## config.mk

```make
export PLATFORM = sky130hd
export DESIGN_NAME = key_step_gen_flat
export DESIGN_NICKNAME = d
export VERILOG_FILES = /design/src/rtl/key_pkg.sv /design/src/rtl/key_step_gen_if.sv /design/src/rtl/key_debouncer.sv /design/src/rtl/key_step_gen.sv /design/src/flat_wrapper.sv
export SDC_FILE = /design/constraint.sdc
export NUM_CORES = 1
export LEC_CHECK = 0
export CAP_MARGIN = 20
export CORE_UTILIZATION = 35
export DETAILED_ROUTE_END_ITERATION = 8
export GPL_TIMING_DRIVEN = 0
export PLACE_DENSITY_LB_ADDON = 0.12
export SLEW_MARGIN = 10
export SYNTH_ARGS = -nofsm -noshare
export SYNTH_HDL_FRONTEND = slang
export SYNTH_SLANG_ARGS = --single-unit
```

## constraint.sdc

```tcl
create_clock -name CLK -period 5.8 [get_ports CLK]
set_clock_uncertainty 0.15 [all_clocks]
set_input_delay 1.16 -clock CLK [delete_from_list [all_inputs] [get_ports CLK]]
set_output_delay 1.16 -clock CLK [all_outputs]
set_load 0.03 [all_outputs]
```

## src/rtl/key_pkg.sv

```systemverilog
// Shared types and board-default timing constants for the push-button step generator.
// The defaults assume a 50 MHz clock.
package key_pkg;

    typedef enum logic [1:0] {
        IDLE   = 2'd0,
        HOLD   = 2'd1,
        REPEAT = 2'd2
    } key_state_t;

    localparam int DEF_DEBOUNCE      = 1000000;   // 20 ms
    localparam int DEF_REPEAT_DELAY  = 25000000;  // 500 ms
    localparam int DEF_REPEAT_PERIOD = 6250000;   // 125 ms

    function automatic int max_int(input int a, input int b);
        return (a > b) ? a : b;
    endfunction

endpackage

```

## src/rtl/key_step_gen_if.sv

```systemverilog
// Key-side bus of the step generator: raw pin in; debounced level, step pulse and repeat flag out.
interface key_step_gen_if;
    logic KEY_RAW;
    logic KEY_LEVEL;
    logic STEP;
    logic REPEATING;

    modport master (output KEY_RAW, input KEY_LEVEL, input STEP, input REPEATING);
    modport slave  (input KEY_RAW, output KEY_LEVEL, output STEP, output REPEATING);
endinterface

```

## src/rtl/key_debouncer.sv

```systemverilog
// Two-flop synchroniser, polarity normalisation and stable-window debouncer.
// key_level_next exposes the level the register takes on the coming edge.
module key_debouncer
    import key_pkg::*;
#(
    parameter int DEBOUNCE_CYCLES = DEF_DEBOUNCE,
    parameter bit KEY_ACTIVE_LOW  = 1'b1
) (
    input  logic CLK,
    input  logic RST_N,
    input  logic key_raw,
    output logic key_level,
    output logic key_level_next
);

    localparam int                CNT_W    = (DEBOUNCE_CYCLES > 1) ? $clog2(DEBOUNCE_CYCLES) : 1;
    localparam logic [CNT_W-1:0]  CNT_LAST = CNT_W'(DEBOUNCE_CYCLES - 1);
    localparam logic              RELEASED = KEY_ACTIVE_LOW;

    logic [1:0]       sync_reg;
    logic             pressed;
    logic             level_reg;
    logic             level_next;
    logic [CNT_W-1:0] cnt_reg;
    logic [CNT_W-1:0] cnt_next;

    // Synchroniser idles at the released pin level so reset never looks like a press.
    always_ff @(posedge CLK or negedge RST_N) begin
        if (!RST_N) begin
            sync_reg <= {RELEASED, RELEASED};
        end else begin
            sync_reg <= {sync_reg[0], key_raw};
        end
    end

    assign pressed = KEY_ACTIVE_LOW ? ~sync_reg[1] : sync_reg[1];

    // The counter only survives while every sample disagrees with the current level.
    always_comb begin
        cnt_next   = '0;
        level_next = level_reg;
        if (pressed != level_reg) begin
            if (cnt_reg == CNT_LAST) begin
                level_next = ~level_reg;
            end else begin
                cnt_next = cnt_reg + CNT_W'(1);
            end
        end
    end

    always_ff @(posedge CLK or negedge RST_N) begin
        if (!RST_N) begin
            level_reg <= 1'b0;
            cnt_reg   <= '0;
        end else begin
            level_reg <= level_next;
            cnt_reg   <= cnt_next;
        end
    end

    assign key_level      = level_reg;
    assign key_level_next = level_next;

endmodule

```

## src/rtl/key_step_gen.sv

```systemverilog
// Push-button front end: debounced key level plus a press/auto-repeat step pulse stream
// that drives the counter's count enable.
module key_step_gen
    import key_pkg::*;
#(
    parameter int DEBOUNCE_CYCLES = DEF_DEBOUNCE,
    parameter int REPEAT_DELAY    = DEF_REPEAT_DELAY,
    parameter int REPEAT_PERIOD   = DEF_REPEAT_PERIOD,
    parameter bit KEY_ACTIVE_LOW  = 1'b1
) (
    input  logic           CLK,
    input  logic           RST_N,
    key_step_gen_if.slave  key_bus
);

    localparam int               TMR_MAX    = max_int(REPEAT_DELAY, REPEAT_PERIOD);
    localparam int               TMR_W      = (TMR_MAX > 1) ? $clog2(TMR_MAX) : 1;
    localparam logic [TMR_W-1:0] DELAY_LAST = TMR_W'(REPEAT_DELAY - 1);
    localparam logic [TMR_W-1:0] PERIOD_LAST = TMR_W'(REPEAT_PERIOD - 1);

    if (DEBOUNCE_CYCLES < 2 || REPEAT_DELAY < 2 || REPEAT_PERIOD < 2) begin : g_bad_params
        $error("key_step_gen: DEBOUNCE_CYCLES, REPEAT_DELAY and REPEAT_PERIOD must all be >= 2");
    end

    logic             key_level;
    logic             key_level_next;
    logic             key_rise;
    key_state_t       state_reg;
    key_state_t       state_next;
    logic [TMR_W-1:0] timer_reg;
    logic [TMR_W-1:0] timer_next;
    logic             step_reg;
    logic             step_next;
    logic             repeating_reg;
    logic             repeating_next;

    key_debouncer #(
        .DEBOUNCE_CYCLES (DEBOUNCE_CYCLES),
        .KEY_ACTIVE_LOW  (KEY_ACTIVE_LOW)
    ) u_debouncer (
        .CLK            (CLK),
        .RST_N          (RST_N),
        .key_raw        (key_bus.KEY_RAW),
        .key_level      (key_level),
        .key_level_next (key_level_next)
    );

    // The FSM follows the debouncer's next level so its reaction lands on the same
    // edge as the KEY_LEVEL change (first STEP with the rise, return to IDLE with the fall).
    assign key_rise = key_level_next & ~key_level;

    always_ff @(posedge CLK or negedge RST_N) begin
        if (!RST_N) begin
            state_reg     <= IDLE;
            timer_reg     <= '0;
            step_reg      <= 1'b0;
            repeating_reg <= 1'b0;
        end else begin
            state_reg     <= state_next;
            timer_reg     <= timer_next;
            step_reg      <= step_next;
            repeating_reg <= repeating_next;
        end
    end

    always_comb begin
        state_next = state_reg;
        case (state_reg)
            IDLE:    if (key_rise) state_next = HOLD;
            HOLD: begin
                if (!key_level_next) begin
                    state_next = IDLE;
                end else if (timer_reg == DELAY_LAST) begin
                    state_next = REPEAT;
                end
            end
            REPEAT:  if (!key_level_next) state_next = IDLE;
            default: state_next = IDLE;
        endcase
    end

    // Release is checked first so a release on a terminal-count cycle suppresses the step.
    always_comb begin
        timer_next     = '0;
        step_next      = 1'b0;
        repeating_next = 1'b0;
        case (state_reg)
            IDLE: begin
                step_next = key_rise;
            end
            HOLD: begin
                if (key_level_next) begin
                    if (timer_reg == DELAY_LAST) begin
                        step_next      = 1'b1;
                        repeating_next = 1'b1;
                    end else begin
                        timer_next = timer_reg + TMR_W'(1);
                    end
                end
            end
            REPEAT: begin
                if (key_level_next) begin
                    repeating_next = 1'b1;
                    if (timer_reg == PERIOD_LAST) begin
                        step_next = 1'b1;
                    end else begin
                        timer_next = timer_reg + TMR_W'(1);
                    end
                end
            end
            default: begin
                timer_next = '0;
            end
        endcase
    end

    assign key_bus.KEY_LEVEL = key_level;
    assign key_bus.STEP      = step_reg;
    assign key_bus.REPEATING = repeating_reg;

endmodule

```

## src/flat_wrapper.sv

```systemverilog
// flat-port wrapper written by rule: the top's interface ports become plain ports
module key_step_gen_flat import key_pkg::*;
#(
    parameter int DEBOUNCE_CYCLES = DEF_DEBOUNCE,
    parameter int REPEAT_DELAY    = DEF_REPEAT_DELAY,
    parameter int REPEAT_PERIOD   = DEF_REPEAT_PERIOD,
    parameter bit KEY_ACTIVE_LOW  = 1'b1
)
  (CLK, RST_N, key_bus_KEY_RAW, key_bus_KEY_LEVEL, key_bus_STEP, key_bus_REPEATING);
  key_step_gen_if key_bus_i ();
  input  logic CLK;
  input  logic RST_N;
  input wire logic [$bits(key_bus_i.KEY_RAW)-1:0] key_bus_KEY_RAW;
  output wire logic [$bits(key_bus_i.KEY_LEVEL)-1:0] key_bus_KEY_LEVEL;
  output wire logic [$bits(key_bus_i.STEP)-1:0] key_bus_STEP;
  output wire logic [$bits(key_bus_i.REPEATING)-1:0] key_bus_REPEATING;
  assign key_bus_i.KEY_RAW = key_bus_KEY_RAW;
  assign key_bus_KEY_LEVEL = key_bus_i.KEY_LEVEL;
  assign key_bus_STEP = key_bus_i.STEP;
  assign key_bus_REPEATING = key_bus_i.REPEATING;
  key_step_gen #(.DEBOUNCE_CYCLES(DEBOUNCE_CYCLES), .REPEAT_DELAY(REPEAT_DELAY), .REPEAT_PERIOD(REPEAT_PERIOD), .KEY_ACTIVE_LOW(KEY_ACTIVE_LOW)) u_core (.CLK(CLK), .RST_N(RST_N), .key_bus(key_bus_i));
endmodule
```

==> results of run 1 <==
-- per-stage QoR --
step	instance area, um2	worst slack (ns)	hold WS [ns]	power, mW
3_3_place_gp	2860	1.75	0.198	0.390
6_report	2970	3.04	0.210	0.578
5_1_grt	2970	2.98	0.219	0.608
2_1_floorplan	2690	3.64	0.195	0.379
3_5_place_dp	2890	3.29	0.198	0.391
4_1_cts	2970	3.03	0.211	0.591
-- report_power, final --
group          total, mW  switching [mW]  internal (mW)  leakage, nW
Combinational     0.0151          0.0109        0.00425        0.424
Sequential         0.368         0.00257          0.365        0.717
Clock              0.195           0.112         0.0824       0.0410
Total              0.578           0.126          0.452         1.18
-- cell families after synthesis --
logic type	after synthesis
adder cells (fa/ha/maj)	6
flip-flops	52
XOR/XNOR	42
AO/OA/AOI/OAI	15
buffers and inverters	14
AND/OR/NAND/NOR	142
-- cell usage after synthesis --
cell type and count:
sky130_fd_sc_hd__nor3_1 11, sky130_fd_sc_hd__or4b_1 1, sky130_fd_sc_hd__o22ai_1 1, sky130_fd_sc_hd__o32ai_1 1
sky130_fd_sc_hd__and3_1 6, sky130_fd_sc_hd__and4b_1 1, sky130_fd_sc_hd__nand4_1 13, sky130_fd_sc_hd__xor2_1 20
sky130_fd_sc_hd__nor2b_1 1, sky130_fd_sc_hd__and4_1 7, sky130_fd_sc_hd__o21a_1 2, sky130_fd_sc_hd__nor4_4 1
sky130_fd_sc_hd__dfrtp_1 50, sky130_fd_sc_hd__buf_6 2, sky130_fd_sc_hd__o211a_1 1, sky130_fd_sc_hd__or4_1 1
sky130_fd_sc_hd__ha_1 6, sky130_fd_sc_hd__o221ai_4 1, sky130_fd_sc_hd__nand3_1 19, sky130_fd_sc_hd__inv_1 11
sky130_fd_sc_hd__a221oi_2 1, sky130_fd_sc_hd__o41a_1 2, sky130_fd_sc_hd__o21ai_0 2, sky130_fd_sc_hd__o221a_2 1
sky130_fd_sc_hd__buf_2 1, sky130_fd_sc_hd__nand2_1 18, sky130_fd_sc_hd__nor4bb_1 1, sky130_fd_sc_hd__o21bai_1 1
sky130_fd_sc_hd__xnor2_1 22, sky130_fd_sc_hd__or2_2 2, sky130_fd_sc_hd__nor4b_1 3, sky130_fd_sc_hd__nor4_1 5
sky130_fd_sc_hd__nor2_1 52, sky130_fd_sc_hd__a31oi_1 2, sky130_fd_sc_hd__dfstp_2 2
-- per-layer routing --
layer,share of wire,GRT usage
met5,0,0
met4,0.0057,0.0433
met3,0.017,0.0274
met2,0.43,0.221
met1,0.55,0.239
-- worst paths after layout --
kind / endpoint / slack (ns) / cells after the start / start
hold reg to reg: u_core.u_debouncer.sync_reg[1] / 0.21 / 0 / u_core.u_debouncer.sync_reg[0]
min in group asynchronous: u_core.u_debouncer.cnt_reg[0] / 0.73 / 1 / RST_N
max in group asynchronous: u_core.u_debouncer.sync_reg[0] / 4.11 / 2 / RST_N
setup / recovery: key_bus_KEY_LEVEL / 3.04 / 1 / u_core.u_debouncer.key_level
setup reg to reg: u_core.timer_reg[19] / 3.28 / 6 / u_core.timer_reg[15]
hold / removal: u_core.u_debouncer.sync_reg[1] / 0.21 / 0 / u_core.u_debouncer.sync_reg[0]
-- layout make-up --
| class | count | area, um2 | share of cell area |
|---|---|---|---|
| Buffer | 3 | 27.5 | 0.00928 |
| Clock buffer | 6 | 72.6 | 0.0245 |
| Clock inverter | 1 | 5.00 | 0.00169 |
| Inverter | 11 | 41.3 | 0.0139 |
| Multi-Input combinational cell | 205 | 1320 | 0.446 |
| Sequential cell | 52 | 1300 | 0.439 |
| Tap cell | 99 | 124 | 0.0418 |
| Timing Repair Buffer | 7 | 70.1 | 0.0236 |
==> impl_summary.log, run 1 <==
INFO  metric status = complete, no violations
INFO  metric insertion_delay = 0.30 ns
INFO  metric placed_cells = 377
INFO  metric tritoncts = built
INFO  metric worst_path_clk_slew = 0.09 ns
INFO  metric hold_path.class = register to register
INFO  metric max_slew_margin = 0.430
INFO  metric grt_pass1_vias = 1850
INFO  metric avgViaCountPerCell = 5.02
INFO  metric commonest_non_fill_non_tap_cell_in_the_layout = sky130_fd_sc_hd__nor2_1
INFO  metric main_combinational_cell_family_by_area_after_synthesis = simple AND/OR/NAND/NOR gates
INFO  metric slew_viol_final = 0
INFO  metric slowest_stage = sky130_fd_sc_hd__clkdlybuf4s50_1
INFO  metric cts_num_sinks = 52
INFO  metric yosys.area_share.simple = 0.271
INFO  metric filler_cell_count = 712
INFO  metric number_of_levels_the_h_tree_was_split_into = 2
INFO  metric yosysTopAreaCellShare = 0.465
INFO  metric tightestPinTransition = 0.848 ns
INFO  metric grtUsageTotal = 0.155
INFO  metric crit_arrival = 1.45 ns
INFO  metric fp.dieW = 89.7 um
INFO  metric synth_mux_area_frac = 0
INFO  metric layout_cell_share_with_drive_strength_beyond_1 = 0.0737
INFO  metric post_synth_num_cell_types = 35
INFO  metric finalNonFillerCells = 384
INFO  metric drtAntennaViolNets = 0
INFO  metric finalCriticalPeriod = 2.76 ns
INFO  metric cts_buffers = 5
INFO  metric cts_repair_resize_count = 0
INFO  metric yosys.area_share.adder = 0.0279
INFO  metric route.detailed.drc = 0
INFO  metric start_util = 0.367
INFO  metric postCtsHoldBufs = 0
INFO  metric grt_remaining_overflow = 0
INFO  metric number_of_standard_cells_after_synthesis = 271
INFO  metric finalWeightedCongestion = 0.742
INFO  metric area_growth = 10.3%
INFO  metric critPathTopFamily = buffers and inverters
INFO  metric grt_antenna_before_repair = 0
INFO  metric power_density = 195 mW/mm2
INFO  metric fin_crit_sh = 0.476
INFO  metric vias = 1927
INFO  metric synthesized_area_fraction_occupied_by_ao_oa_aoi_and_oai_cells = 0.0540
INFO  metric post_drt_wl_per_cell = 14.2 um
INFO  metric commonest_non_fill_non_tap_cells_in_the_layout = 52 x sky130_fd_sc_hd__nor2_1, 50 x sky130_fd_sc_hd__dfrtp_1, 22 x sky130_fd_sc_hd__xnor2_1, 20 x sky130_fd_sc_hd__xor2_1, 19 x sky130_fd_sc_hd__nand3_1
INFO  metric std_cell_rows = 31
INFO  metric grt_max_degree = 28
INFO  metric fp.dieArea = 0.00804 mm2
INFO  metric crit_buf_inv = 1
INFO  metric ys_warn_count = 0
INFO  metric floorplan.core_area = 0.00733 mm2
INFO  metric ctsRootBufferMaster = sky130_fd_sc_hd__clkbuf_8
INFO  metric ys_seq_elements = 52
INFO  metric worst_ir_drop_vdd = 0.119 mV
INFO  metric first_pass_detailed_route_iteration_total = 4
INFO  metric cts_setup_buffers = 0
INFO  metric synthesis.area_per_instance = 9.92 um2
INFO  metric insertedDiodeCount = 0
INFO  metric synth_seq_area_share = 0.485
INFO  metric die_h = 89.7 um
INFO  metric ioPinCount = 6
INFO  metric rsz0062_at_grt = no
INFO  metric slowest_delay = 0.70 ns
INFO  metric timing.critical_path.cells = clkdlybuf4s50_1
INFO  metric tns_setup = 0 ns
INFO  metric num-nets-final = 294
INFO  metric worstSetupEndpointType = primary output
INFO  metric max_freq = 0.362 GHz
INFO  metric synth-xor-area-share = 0.137
INFO  metric synth_top_area_cell = sky130_fd_sc_hd__dfrtp_1
INFO  metric largest_reg_flops = 25
INFO  metric syn_nets = 280
INFO  metric crit_required = 4.49 ns
INFO  metric yosys-top-cells-area = sky130_fd_sc_hd__dfrtp_1 47%, sky130_fd_sc_hd__nor2_1 7.3%, sky130_fd_sc_hd__xnor2_1 7.2%, sky130_fd_sc_hd__xor2_1 6.5%, sky130_fd_sc_hd__nand3_1 3.5%
INFO  metric timing.final.setup_violations = 0
INFO  metric clock_path_buffers = 2
INFO  metric p_leak = 1.18 nW
INFO  metric first_pass_grt_wire_length = 9290 um
INFO  metric synth_area = 0.00269 mm2
INFO  metric detailedRoute.firstIterationViolations = 93
INFO  metric final_hold_vios = 0
INFO  metric path_class = register to primary output
INFO  metric startpoint_types = register
INFO  metric place.port_buffers = 5
INFO  metric number_of_violations_of_the_max_capacitance_limit = 0
INFO  metric routed_wirelength = 5470 um
INFO  metric post_route_utilization = 0.405
INFO  metric cp_max_fo = 6
INFO  metric dp_hpwl = 3990 um
(Power assumes the default switching activity.)
==> inputs of run 2 (changes only) <==
==> constraint.sdc (replaced) <==
create_clock -name CLK -period 2.7 [get_ports CLK]
set_clock_uncertainty 0.15 [all_clocks]
set_input_delay 0.54 -clock CLK [delete_from_list [all_inputs] [get_ports CLK]]
set_output_delay 0.54 -clock CLK [all_outputs]
set_load 0.03 [all_outputs]
==> run 2 against run 1 <==
First-iteration DRC count fell by 1.1%. Final area rose by 0.21%. Highest routed layer unchanged. Die area did not move. Setup slack got worse by 2.9 ns. Global-route usage did not move. Total power rose by 110%. Routed wire length rose by 0.37%. Critical endpoint is now u_core.timer_reg[19].
==> impl_summary.log, run 2 (same netlist as run 1, synthesis figures left out) <==
INFO  metric worst_setup_path_endpoint = u_core.timer_reg[19]
INFO  metric worst_path_clk_slew = 0.09 ns (about the same)
INFO  metric cts_setup_buffers = 0 (unchanged)
INFO  metric tightestPinTransition = 0.852 ns (+0.00420 ns)
INFO  metric status = complete, no violations
INFO  metric first_pass_detailed_route_iteration_total = 4 (unchanged)
INFO  metric rsz0062_at_grt = no
INFO  metric post_drt_wl_per_cell = 14.3 um (+0.37%)
INFO  metric grt_remaining_overflow = 0 (unchanged)
INFO  metric finalNonFillerCells = 384 (unchanged)
INFO  metric cts_num_sinks = 52 (unchanged)
INFO  metric worstSetupEndpointType = register
INFO  metric fp.dieArea = 0.00804 mm2 (unchanged)
INFO  metric route.detailed.drc = 0 (unchanged)
INFO  metric postCtsHoldBufs = 0 (unchanged)
INFO  metric ctsRootBufferMaster = sky130_fd_sc_hd__clkbuf_8
INFO  metric crit-reg2reg-launch = u_core.timer_reg[15]
INFO  metric power_density = 418 mW/mm2 (+110%)
INFO  metric vias = 1933 (+0.31%)
INFO  metric grt_pass1_vias = 1850 (unchanged)
INFO  metric cts_repair_resize_count = 0 (unchanged)
INFO  metric final_hold_vios = 0 (unchanged)
INFO  metric number_of_levels_the_h_tree_was_split_into = 2 (unchanged)
INFO  metric layout_cell_share_with_drive_strength_beyond_1 = 0.0772 (+0.00351)
INFO  metric first_pass_grt_wire_length = 9290 um (unchanged)
INFO  metric max_freq = 0.398 GHz
INFO  metric timing.reg2reg.setup_slack = 0.18 ns (-3.10 ns)
INFO  metric r2r.worst_path.cells = 6 (unchanged)
INFO  metric startpoint_types = register
INFO  metric largest_reg_flops = 25 (unchanged)
INFO  metric max_slew_margin = 0.427 (-0.00282)
INFO  metric grt-busiest-layer = met1
INFO  metric std_cell_rows = 31 (unchanged)
INFO  metric finalCriticalPeriod = 2.52 ns
INFO  metric path_class = register to register
INFO  metric place.port_buffers = 5 (unchanged)
INFO  metric start_util = 0.367 (unchanged)
INFO  metric detailedRoute.firstIterationViolations = 92 (-1.1%)
INFO  metric postLayoutCellArea = 0.00297 mm2 (+0.21%)
INFO  metric grtUsageMet3 = 0.0274 (unchanged)
INFO  metric dp_hpwl = 3990 um (unchanged)
INFO  metric grt_antenna_before_repair = 0 (unchanged)
INFO  metric groute.layer.met2.usage = 0.221 (unchanged)
INFO  metric tritoncts = built
INFO  metric crit_required = 2.74 ns (-1.75 ns)
INFO  metric dpl-instance-area = 0.00289 mm2 (unchanged)
INFO  metric number_of_violations_of_the_max_capacitance_limit = 0 (unchanged)
INFO  metric regToRegEndpoint = u_core.timer_reg[19]
INFO  metric insertedDiodeCount = 0 (unchanged)
INFO  metric die_h = 89.7 um (unchanged)
INFO  metric worst_ir_drop_vdd = 0.255 mV (+110%)
INFO  metric fp.dieW = 89.7 um (unchanged)
INFO  metric placed_cells = 377 (unchanged)
INFO  metric insertion_delay = 0.30 ns (about the same)
INFO  metric timing.critical_path.from = u_core.timer_reg[15]
INFO  metric grt_util_met1 = 0.239 (unchanged)
INFO  metric floorplan.core_area = 0.00733 mm2 (unchanged)
INFO  metric grt_max_degree = 28 (unchanged)
INFO  metric routed_wirelength = 5490 um (+0.37%)
INFO  metric timing.final.setup_violations = 0 (unchanged)
INFO  metric p_leak = 1.18 nW (+0.13%)
INFO  metric ioPinCount = 6 (unchanged)
INFO  metric commonest_non_fill_non_tap_cells_in_the_layout = 52 x sky130_fd_sc_hd__nor2_1, 50 x sky130_fd_sc_hd__dfrtp_1, 22 x sky130_fd_sc_hd__xnor2_1, 20 x sky130_fd_sc_hd__xor2_1, 19 x sky130_fd_sc_hd__nand3_1
INFO  metric finalWeightedCongestion = 0.742 (unchanged)
INFO  metric crit_arrival = 2.56 ns (+1.11 ns)
INFO  metric slew_viol_final = 0 (unchanged)
INFO  metric num-nets-final = 294 (unchanged)
INFO  metric fin_crit_sh = 0.932
INFO  metric commonest_non_fill_non_tap_cell_in_the_layout = sky130_fd_sc_hd__nor2_1
INFO  metric drtAntennaViolNets = 0 (unchanged)
INFO  metric cts_buffers = 5 (unchanged)
INFO  metric clock_path_buffers = 2 (unchanged)
INFO  metric hold_path.class = input port to asynchronous set/reset pin
INFO  metric grtUsageTotal = 0.155 (unchanged)
INFO  metric avgViaCountPerCell = 5.03 (+0.31%)
INFO  metric area_growth = 10.6%
INFO  metric cp_max_fo = 10 (+4)
[run 2: worst max-delay path: stages (launching register included)]
cell and delay [ns]:
sky130_fd_sc_hd__dfrtp_1 0.44, sky130_fd_sc_hd__nor4bb_1 0.55, sky130_fd_sc_hd__nand2_1 0.14, sky130_fd_sc_hd__o41a_1 0.54, sky130_fd_sc_hd__o221ai_4 0.32, sky130_fd_sc_hd__buf_6 0.21, sky130_fd_sc_hd__nor2_1 0.06
[run 2: worst min path at each step]
stage	start	endpoint	slack, ns	depth (start not counted)
after global placement	u_core.u_debouncer.sync_reg[0]	u_core.u_debouncer.sync_reg[1]	0.20	0
after CTS	RST_N	u_core.key_bus.STEP	0.13	1
after global routing	RST_N	u_core.u_debouncer.cnt_reg[2]	0.15	1
after detailed placement	u_core.u_debouncer.sync_reg[0]	u_core.u_debouncer.sync_reg[1]	0.20	0
after floorplan	RST_N	u_core.key_bus.REPEATING	0.09	0
final	RST_N	u_core.u_debouncer.cnt_reg[0]	0.11	1
[run 2: through the flow]
stage / utilization / TNS, ns / total power, mW / hold WS [ns] / setup slack (ns)
final: 0.406 / 0 / 1.24 / 0.112 / 0.184
after global routing: 0.406 / 0 / 1.31 / 0.151 / 0.0148
after CTS: 0.405 / 0 / 1.27 / 0.125 / 0.176
after detailed placement: 0.394 / 0 / 0.840 / 0.198 / 0.189
after global placement: 0.391 / -36.77 / 0.837 / 0.198 / -0.734
after floorplan: - / 0 / 0.813 / 0.0944 / 0.541
[run 2: area by class of cell]
cell class / instances / area, um2
fill: 710 / 4360
inverter: 11 / 41.3
timing repair buffer: 7 / 70.1
buffer: 3 / 27.5
multi-input combinational: 205 / 1330
sequential: 52 / 1300
clock buffer: 6 / 72.6
tap: 99 / 124
clock inverter: 1 / 5.00
[run 2: report_power, final]
part	internal, mW	switching, mW
Clock	0.177	0.242
Sequential	0.784	0.00553
Combinational	0.00913	0.0233
[run 2: routing by layer]
layer	up-vias	share of wire
met4	0	0.0056
met2	13	0.43
li1	972	-
met5	-	0
met1	946	0.55
met3	2	0.014
